[src/rtl/pwm_blk_gen.sv]
// pwm_blk_gen: prescaled PWM generator steered onto one of four digit outputs.
//   S_AXI_ACLK          system clock, all logic on rising edge
//   Local_Reset         synchronous active-high reset
//   pwm_clk_div         prescaler divide value, 0 disables the block
//   pwm_blk_duty_cycle  high-time in ticks per period
//   char_select         digit index receiving the PWM waveform
//   enable              0 forces all digit_out low
//   pwm_clk_counter     ticks since leaving DISABLED (wraps at 2^32)
//   pwm_blk_clk_out     toggles on every tick
//   pwm_out             raw PWM waveform (decoded from registered state)
//   digit_out           one-hot steered PWM
//   period_done         one-cycle pulse after the period wrap tick
module pwm_blk_gen #(
  parameter int unsigned PERIOD_STEPS = 256,
  parameter int unsigned STEP_W       = 16
) (
  input  logic        S_AXI_ACLK,
  input  logic        Local_Reset,
  input  logic [31:0] pwm_clk_div,
  input  logic [31:0] pwm_blk_duty_cycle,
  input  logic [1:0]  char_select,
  input  logic        enable,
  output logic [31:0] pwm_clk_counter,
  output logic        pwm_blk_clk_out,
  output logic        pwm_out,
  output logic [3:0]  digit_out,
  output logic        period_done
);

  localparam logic [STEP_W-1:0] LAST_STEP = STEP_W'(PERIOD_STEPS - 1);

  typedef enum logic [1:0] {
    ST_DISABLED,
    ST_START,
    ST_RUN
  } state_t;

  state_t            state;
  state_t            state_nxt;
  logic [31:0]       pre_cnt;
  logic [31:0]       div_s;
  logic [31:0]       duty_s;
  logic [STEP_W-1:0] step;
  logic              tick;
  logic              wrap;

  assign tick = (state == ST_RUN) && (pre_cnt == (div_s - 32'd1));
  assign wrap = tick && (step == LAST_STEP);

  // State register
  always_ff @(posedge S_AXI_ACLK) begin
    if (Local_Reset) state <= ST_DISABLED;
    else             state <= state_nxt;
  end

  // Next-state decode
  always_comb begin
    state_nxt = state;
    case (state)
      ST_DISABLED: if (pwm_clk_div != 32'd0) state_nxt = ST_START;
      ST_START:    state_nxt = ST_RUN;
      ST_RUN:      if (pwm_clk_div == 32'd0) state_nxt = ST_DISABLED;
      default:     state_nxt = ST_DISABLED;
    endcase
  end

  // Prescaler, step counter, tick counter and shadow registers
  always_ff @(posedge S_AXI_ACLK) begin
    if (Local_Reset) begin
      pre_cnt         <= '0;
      step            <= '0;
      pwm_clk_counter <= '0;
      div_s           <= '0;
      duty_s          <= '0;
      pwm_blk_clk_out <= 1'b0;
      period_done     <= 1'b0;
    end else begin
      period_done <= wrap;
      case (state)
        ST_START: begin
          div_s           <= pwm_clk_div;
          duty_s          <= pwm_blk_duty_cycle;
          pre_cnt         <= '0;
          step            <= '0;
          pwm_clk_counter <= '0;
          pwm_blk_clk_out <= 1'b0;
        end
        ST_RUN: begin
          if (tick) begin
            pre_cnt         <= '0;
            step            <= wrap ? '0 : step + STEP_W'(1);
            pwm_blk_clk_out <= ~pwm_blk_clk_out;
            pwm_clk_counter <= pwm_clk_counter + 32'd1;
          end else begin
            pre_cnt <= pre_cnt + 32'd1;
          end
          // Shadow reload only at a period boundary keeps periods glitch-free
          if (wrap) begin
            div_s  <= pwm_clk_div;
            duty_s <= pwm_blk_duty_cycle;
          end
          // Leaving RUN: wrap reload and pulse above still take effect
          if (pwm_clk_div == 32'd0) begin
            pre_cnt         <= '0;
            step            <= '0;
            pwm_clk_counter <= '0;
            pwm_blk_clk_out <= 1'b0;
          end
        end
        default: begin
          pre_cnt         <= '0;
          step            <= '0;
          pwm_clk_counter <= '0;
          pwm_blk_clk_out <= 1'b0;
        end
      endcase
    end
  end

  // Saturating compare: any duty >= PERIOD_STEPS stays high all period
  assign pwm_out = (state == ST_RUN) && (32'(step) < duty_s);

  // Steering follows live char_select with no shadowing
  always_comb begin
    digit_out = 4'b0000;
    if (enable && pwm_out) digit_out[char_select] = 1'b1;
  end

endmodule

[config.mk]
export PLATFORM = sky130hd
export DESIGN_NAME = pwm_blk_gen
export DESIGN_NICKNAME = d
export VERILOG_FILES = /design/src/rtl/pwm_blk_gen.sv
export SDC_FILE = /design/constraint.sdc
export NUM_CORES = 1
export LEC_CHECK = 0
export ABC_CLOCK_PERIOD_IN_PS = 8600
export CORE_MARGIN = 4
export CORE_UTILIZATION = 55
export CTS_CLUSTER_DIAMETER = 120
export DETAILED_ROUTE_END_ITERATION = 16
export HOLD_SLACK_MARGIN = 0.08
export PLACE_DENSITY = 0.78
export SYNTH_ARGS = -nofsm -noshare
export SYNTH_HDL_FRONTEND = slang
export SYNTH_SLANG_ARGS = --single-unit
[constraint.sdc]
create_clock -name S_AXI_ACLK -period 8.6 [get_ports S_AXI_ACLK]
set_input_delay 0.86 -clock S_AXI_ACLK [delete_from_list [all_inputs] [get_ports S_AXI_ACLK]]
set_output_delay 0.86 -clock S_AXI_ACLK [all_outputs]
set_load 0.02 [all_outputs]
==> After elaboration in Yosys (flattened, before gate mapping) <==
Index checks and enable logic that the tools add are counted.
{ "totals": {"mem_bits_rw": 0, "regBits": 148, "in_bits": 69, "memories": 0, "mem_bits_ro": 0, "out_inout_bits": 39, "wordCells": 48, "latchBits": 0} }
{ "classes": {"bitwise_logic": 2, "n_lt_le_gt_ge": 3, "div_mod_pow": 0, "n_eq_ne": 7, "shift": 0, "n_mux": 11, "n_reduce_logical": 13, "n_mul": 0, "add_sub_neg": 4} }
{ "op_table": {"columns": ["operator", "n"], "rows": [
  ["32-bit one-hot mux with 2 select lines", 2],
  ["32-bit by 1-bit adder with 32-bit output, second input constant", 2],
  ["32-bit 2-to-1 mux", 2],
  ["32-bit equality test", 1],
  ["32-bit zero test", 1],
  ["16-bit by 32-bit less-than comparator with 1-bit output", 1],
  ["32-bit nonzero test", 1],
  ["32-bit by 1-bit subtractor with 32-bit output, second input constant", 1],
  ["16-bit by 1-bit adder with 16-bit output, second input constant", 1],
  ["16-bit by 8-bit equality test with 1-bit output, second input constant", 1],
  ["16-bit 2-to-1 mux", 1],
  ["2-bit one-hot mux with 3 select lines", 1],
  ["1-bit logical AND", 5],
  ["2-bit 2-to-1 mux", 2],
  ["4-bit 2-to-1 mux", 1],
  ["2-bit != test, second input constant", 2],
  ["2-bit AND reduction", 2],
  ["4-bit OR reduction", 1],
  ["2-bit by 3-bit less-than comparator with 1-bit output, second input constant", 1],
  ["3-bit OR reduction", 1],
  ["1-bit demux with 2-bit select", 1],
  ["2-bit by 1-bit equality test with 1-bit output, second input constant", 1],
  ["2-bit equality test, second input constant", 1],
  ["2-bit by 1-bit greater-or-equal comparator with 1-bit output, second input constant", 1],
  ["other kinds (5)", 6]
]} }

==> Logic depth before layout (Yosys ltp) <==
Gate-level depths: netlist (run 1).
{ "depth": {"word_depth": 6, "ltp_mapped": 16, "ltp_nobuf": 11} }

==> Worst setup path after synthesis (run 1) <==
OpenSTA, ideal clock, no wires.
{ "synth_path": {"kind": "register to register", "start": "reg div_s[0]", "end": "reg pwm_clk_counter[31]", "period_less_slack_ps": 3704, "n_path_buf": 5, "setup_time_ps": 120, "t_required_ps": 8480, "path_stages_with_launch": 17, "slack_ps": 4896, "t_arrival_ps": 3584, "cell_sequence": "dfxtp_1 inv_1 ha_1 or3b_1 buf_2 or4_1 buf_2 or4_1 o21ai_1 nor4b_2 o2111ai_1 or3_1 buf_2 clkbuf_1 buf_2 o211ai_1 nand2_1"} }
{ "synth_between": {"elab_chain_cells": 3} }
{ "synth_lines": {"columns": ["element", "line", "rtl"], "rows": [
  ["from (decl)", "41", "logic [31:0] div_s;"],
  ["from (signal assigned)", "81", "div_s <= pwm_clk_div;"],
  ["from (signal assigned)", "99", "div_s <= pwm_clk_div;"],
  ["32-bit by 1-bit subtractor with 32-bit output", "47", "assign tick = (state == ST_RUN) && (pre_cnt == (div_s - 32'd1));"],
  ["32-bit equality test", "47", null],
  ["1-bit logical AND", "47", null],
  ["to (signal assigned)", "93", "pwm_clk_counter <= pwm_clk_counter + 32'd1;"],
  ["to (decl)", "23", "output logic [31:0] pwm_clk_counter,"]
]} }
No other way between the ends.
A chain may end at the register's enable or synchronous reset.

==> Final worst setup path (run 1) <==
{ "layout_path": {"start": "reg div_s[0]", "end": "reg pwm_clk_counter[29]"} }
The elaborated chain is that of the path after synthesis.

==> results_dict.tcl, run 1 <==
set metrics [dict create \
    cp-start-kind "flop" \
    cts_setup_buffers 0 \
    crit_arrival_ns 5.37 \
    grt_pass1_vias 6940 \
    port_buffers 107 \
    root_buffer "clkbuf_16" \
    cts.path.max_buffers 2 \
    first_pass_iters 5 \
    fill_cells 1160 \
    worstSetupPathType "reg2reg" \
    synth.area.top_cells "dfxtp_1, mux2i_1, nor2_1, xnor2_1, xor2_1" \
    synth_fa_ha_area_share_pct 2.95 \
    fp.dieArea_um2 16600 \
    routed_wirelength_um 20400 \
    vias_per_cell 5.90 \
    synth-xor-area-share_pct 8.60 \
    tritoncts "yes" \
    synth.yosys.seq_area_share_pct 36.8 \
    clock_latency_ns 0.42 \
    report.final.slew_viol_count 0 \
    max_freq_mhz 199 \
    num_vias 7302 \
    ys_ff_latch 148 \
    rsz0062_at_grt "false" \
    multiInputGateArea_um2 4780 \
    vdd_drop_max_mv 0.146 \
    tightest_slew_ns 1.19 \
    grt-ovfl-total 0 \
    setup_viol 0 \
    cts_resized 0 \
    die_h_um 129 \
    yosys.area_share.simple_pct 29.5 \
    nNetsFinal 1134 \
    coreArea_um2 14100 \
    period_share_pct 58.5 \
    drive_gt1_share_pct 5.11 \
    crit_path_end_kind "flop" \
    syn_inst 959 \
    hold_buffers 0 \
    clock_skew_ns 0.00995 \
    synth.most_common_cell "dfxtp_1" \
    async_flop_share_pct 0 \
    placed_cells 1207 \
    synth_top_flop_cell "dfxtp_1" \
    wl_met1_um 9760 \
    final.min_clock_period_ns 5.03 \
    htreeDepth 4 \
    synth_top_cell_by_area "dfxtp_1" \
    antenna_cells 0 \
    first_iter_violations 718 \
    start_util_pct 57.1 \
    syn-num-nets 1047 \
    antenna_left 0 \
    fin_cells 1237 \
    grt_max_degree 70 \
    p_leak_nw 3.56 \
    synth_top_cell_area_share_pct 36.8 \
    regToRegStartpoint "div_s[0]$_SDFFE_PP0P_" \
    die_x_um 129 \
    met3_length_um 1440 \
    synth_mux_area_share_pct 9.97 \
    grt_pass1_wl_um 34300 \
    rows 43 \
    highest_layer "met4" \
    min_path_type "reg2reg" \
    postSynthAreaPerCell_um2 8.39 \
    cts_num_sinks 148 \
    crit_start "div_s[0]$_SDFFE_PP0P_" \
    syn_area_um2 8050 \
    synth_commonest_cells "dfxtp_1, nor2_1, mux2i_1, nand2_1, xnor2_1" \
    run_status "complete, no violations" \
    syn2layout_area_growth_pct 22.4 \
    routedWlPerCell_um 16.5 \
    dpl.hpwl_um 14600 \
    min_from "state[1]$_SDFFE_PP0P_" \
    cp_max_fo 53 \
    power_density_nw_per_um2 193 \
    final_core_util_pct 69.9 \
    regArea_um2 2960 \
    max_slew_margin_pct 20.3 \
    timing.final.hold_violations 0 \
    crit_required_ns 8.94 \
    maxCapViolations 0 \
    clk_pin_slew_ns 0.06 \
    post_synth_num_cell_types 58 \
    antenna_found_initial 0 \
    synth_top_family_by_area "simple AND/OR/NAND/NOR gates" \
    fin_setup_tns_ns 0 \
    numCtsBuffers 17 \
    gp_congestion 1.03 \
    track_usage_pct 25.3 \
    post-route-drc-count 0 \
    synth-edff-count 0 \
    ios 108 \
    ys_warn_count 0 \
    wl_met2_um 8910 \
    synth_compound_area_share_pct 8.24 \
]
## critical path, stage by stage, from the launching register on
cell	delay, ns
dfxtp_1	0.37
inv_1	0.08
ha_1	0.19
or3b_1	0.48
or4_1	0.61
or4_1	0.50
o21ai_1	0.18
nor4b_2	0.34
o2111ai_1	0.61
or3_1	0.55
buf_4	0.29
or4_1	0.55
a21oi_1	0.18
## through the flow
stage	hold slack (ns)	instance area [um2]	total power (W)	worst slack [ns]
2_1_floorplan	0.432	8050	0.000988	4.90
3_3_place_gp	0.448	9210	0.00109	3.82
3_5_place_dp	0.460	9210	0.00109	3.75
4_1_cts	0.466	9850	0.00190	3.67
5_1_grt	0.505	9850	0.00198	3.34
6_report	0.462	9850	0.00190	3.57
## state kept, by name, summed over array words and instances (netlist names)
register,cells
div_s,32
duty_s,32
period_done,1
pre_cnt,32
pwm_blk_clk_out,1
pwm_clk_counter,32
state,2
step,16
## cells in the final DEF, fill, tap and decap left out, types with 17 or more instances in the layout
cell type        count
nand3_1             42
nor4_1              32
nand4_1             30
nand2_1             73
xnor2_1             44
xor2_1              35
nor2_1             140
or4_1               29
inv_1               32
clkbuf_16           17
ha_1                19
o211ai_1            18
nor3_1              29
and3_1              22
dfxtp_1            148
mux2i_1             79
clkdlybuf4s50_1    106
## kinds of logic (layout without fill, tap and decap cells)
| family | Yosys count | after routing |
|---|---|---|
| buffers and inverters | 78 | 176 |
| AO/OA/AOI/OAI | 95 | 95 |
| flip-flops | 148 | 148 |
| AND/OR/NAND/NOR | 460 | 460 |
| XOR/XNOR | 79 | 79 |
| multiplexers | 80 | 80 |
| adder cells (fa/ha/maj) | 19 | 19 |
## layer usage
metal / vias to the layer above / global-route usage (%)
met1: 3422 / 35.2
met3: 31 / 6.93
met4: 0 / 6.67
met5: - / 0
li1: 3613 / -
met2: 236 / 38.8
## final timing paths
check,to,slack (ns),cells past startpoint
max,pwm_clk_counter[29]$_SDFFE_PP0P_,3.57,12
min,state[0]$_SDFFE_PP0P_,0.46,1
max reg2reg,pwm_clk_counter[29]$_SDFFE_PP0P_,3.57,12
min reg2reg,state[0]$_SDFFE_PP0P_,0.46,1
## power by group
| group | switching [W] | internal [W] |
|---|---|---|
| Clock | 0.000301 | 0.000521 |
| Combinational | 0.000192 | 0.000150 |
| Sequential | 0.0000285 | 0.000711 |
| Total | 0.000522 | 0.00138 |
## layout make-up
type / count / share of cell area, %
multi-input combinational: 733 / 48.6
sequential: 148 / 30.1
timing repair buffer: 114 / 11.4
clock buffer: 18 / 4.46
tap: 180 / 2.29
clock inverter: 12 / 2.04
inverter: 32 / 1.22
No activity file was read; power rests on OpenSTA's default activity.
==> run 2: changes to the inputs <==
Settings changed: ABC_CLOCK_PERIOD_IN_PS 8600 to 5000.
Clock period 8.6 ns to 5 ns, I/O delays scaled along.
==> results_dict.tcl, run 2 (same netlist as run 1, synthesis figures left out) <==
set metrics [dict create \
    regArea_um2 2960 \
    clock_latency_ns 0.43 \
    track_usage_pct 24.9 \
    dpl.hpwl_um 14700 \
    cts.path.max_buffers 2 \
    mostFrequentLayoutCells "dfxtp_1, nor2_1, clkdlybuf4s50_1" \
    critPathSlowestCell "or4_1" \
    fill_cells 1167 \
    post-route-drc-count 0 \
    die_x_um 129 \
    rows 43 \
    coreArea_um2 14100 \
    p_leak_nw 3.56 \
    syn2layout_area_growth_pct 22.5 \
    port_buffers 107 \
    grt_pass1_vias 6768 \
    path_cells "inv_1 -> ha_1 -> nor3b_1 -> nand4_1 -> or4_4 -> o221a_1 -> a221o_1 -> a211o_1 -> or3_1 -> buf_4 -> or4_1 -> a21oi_1" \
    setup_viol 0 \
    antenna_found_initial 0 \
    fin_setup_tns_ns 0 \
    final_core_util_pct 69.9 \
    timing.final.hold_violations 0 \
    min_path_type "in2reg" \
    crit_arrival_ns 4.71 \
    period_share_pct 87.3 \
    drive_gt1_share_pct 5.46 \
    start_util_pct 57.1 \
    antenna_cells 0 \
    slowest_delay_ns 0.55 \
    cp-start-kind "flop" \
    crit_start "div_s[0]$_SDFFE_PP0P_" \
    vias_per_cell 5.91 \
    crit_family "simple AND/OR/NAND/NOR gates" \
    fp.dieArea_um2 16600 \
    final.min_clock_period_ns 4.36 \
    r2r_slack_ns 0.64 \
    max_slew_margin_pct 45.5 \
    hold_buffers 0 \
    regToRegStartpoint "div_s[0]$_SDFFE_PP0P_" \
    final_common_cell "dfxtp_1" \
    max_freq_mhz 229 \
    hold-path-cell-count 2 \
    placed_cell_area_um2 9250 \
    tightest_slew_ns 0.810 \
    crit_required_ns 5.35 \
    whs_ns 0.424 \
    grt-ovfl-total 0 \
    htreeDepth 4 \
    clk_pin_slew_ns 0.06 \
    die_h_um 129 \
    routed_wirelength_um 20500 \
    p_total_w 0.00317 \
    final_area_um2 9850 \
    num_vias 7347 \
    min_from "Local_Reset" \
    rsz0062_at_grt "false" \
    ios 108 \
    grt_max_degree 58 \
    nNetsFinal 1138 \
    antenna_left 0 \
    power_density_nw_per_um2 321 \
    run_status "complete, no violations" \
    r2r-end "pwm_clk_counter[29]$_SDFFE_PP0P_" \
    first_pass_iters 5 \
    vdd_drop_max_mv 0.255 \
    worstSetupPathType "reg2reg" \
    tritoncts "yes" \
    multiInputGateArea_um2 4780 \
    first_iter_violations 531 \
    routedWlPerCell_um 16.5 \
    cp_max_fo 53 \
    crit_path_end_kind "flop" \
    cts_setup_buffers 0 \
    maxCapViolations 0 \
    root_buffer "clkbuf_16" \
    clock_skew_ns 0.0106 \
    crit_buf_inv 2 \
    report.final.slew_viol_count 0 \
    grt_pass1_wl_um 33700 \
    whs_endpoint "duty_s[0]$_SDFFE_PP0P_" \
    cts_resized 0 \
    r2r.worst_path.cells 12 \
    numCtsBuffers 17 \
    gp_congestion 0.930 \
    cts_num_sinks 148 \
]
-- run 2: cell types whose count changed in the layout (fill, tap and decap cells not counted), moves of 2 or more --
cell / change
buf_4: +3
bufinv_16: -2
clkbuf_1: +2
clkinv_4: +2
inv_6: -2
-- run 2: routing by layer --
metal	share of wire, %	global-route usage [%]	up-vias
met1	46	34.2	3422
met2	45	38.6	256
li1	-	-	3642
met3	7.4	6.52	27
met5	0	0	-
met4	1.6	7.66	0
-- run 2: stage by stage --
step / setup WS, ns / instances
2_1_floorplan: 1.30 / 959
3_3_place_gp: 0.785 / 1211
3_5_place_dp: 0.716 / 1211
4_1_cts: 0.678 / 1243
5_1_grt: 0.401 / 1243
6_report: 0.637 / 1243
-- run 2: worst max path at each step --
stage | to | slack [ns] | cells after the start
2_1_floorplan | pwm_clk_counter[31]$_SDFFE_PP0P_ | 1.30 | 16
3_3_place_gp | pwm_clk_counter[29]$_SDFFE_PP0P_ | 0.78 | 12
3_5_place_dp | pwm_clk_counter[29]$_SDFFE_PP0P_ | 0.72 | 12
4_1_cts | pwm_clk_counter[29]$_SDFFE_PP0P_ | 0.68 | 12
5_1_grt | pwm_clk_counter[29]$_SDFFE_PP0P_ | 0.40 | 12
6_report | pwm_clk_counter[29]$_SDFFE_PP0P_ | 0.64 | 12
-- run 2: final cells by class --
class | instances | area share, %
Sequential cell | 148 | 30.1
Timing Repair Buffer | 118 | 11.8
Clock inverter | 12 | 1.56
Clock buffer | 20 | 4.53
Multi-Input combinational cell | 733 | 48.5
Inverter | 32 | 1.22
Tap cell | 180 | 2.29
-- run 2: report_power, final --
| part | internal (W) | switching [W] |
|---|---|---|
| Combinational | 0.000263 | 0.000328 |
| Clock | 0.000798 | 0.000506 |
| Sequential | 0.00122 | 0.0000484 |
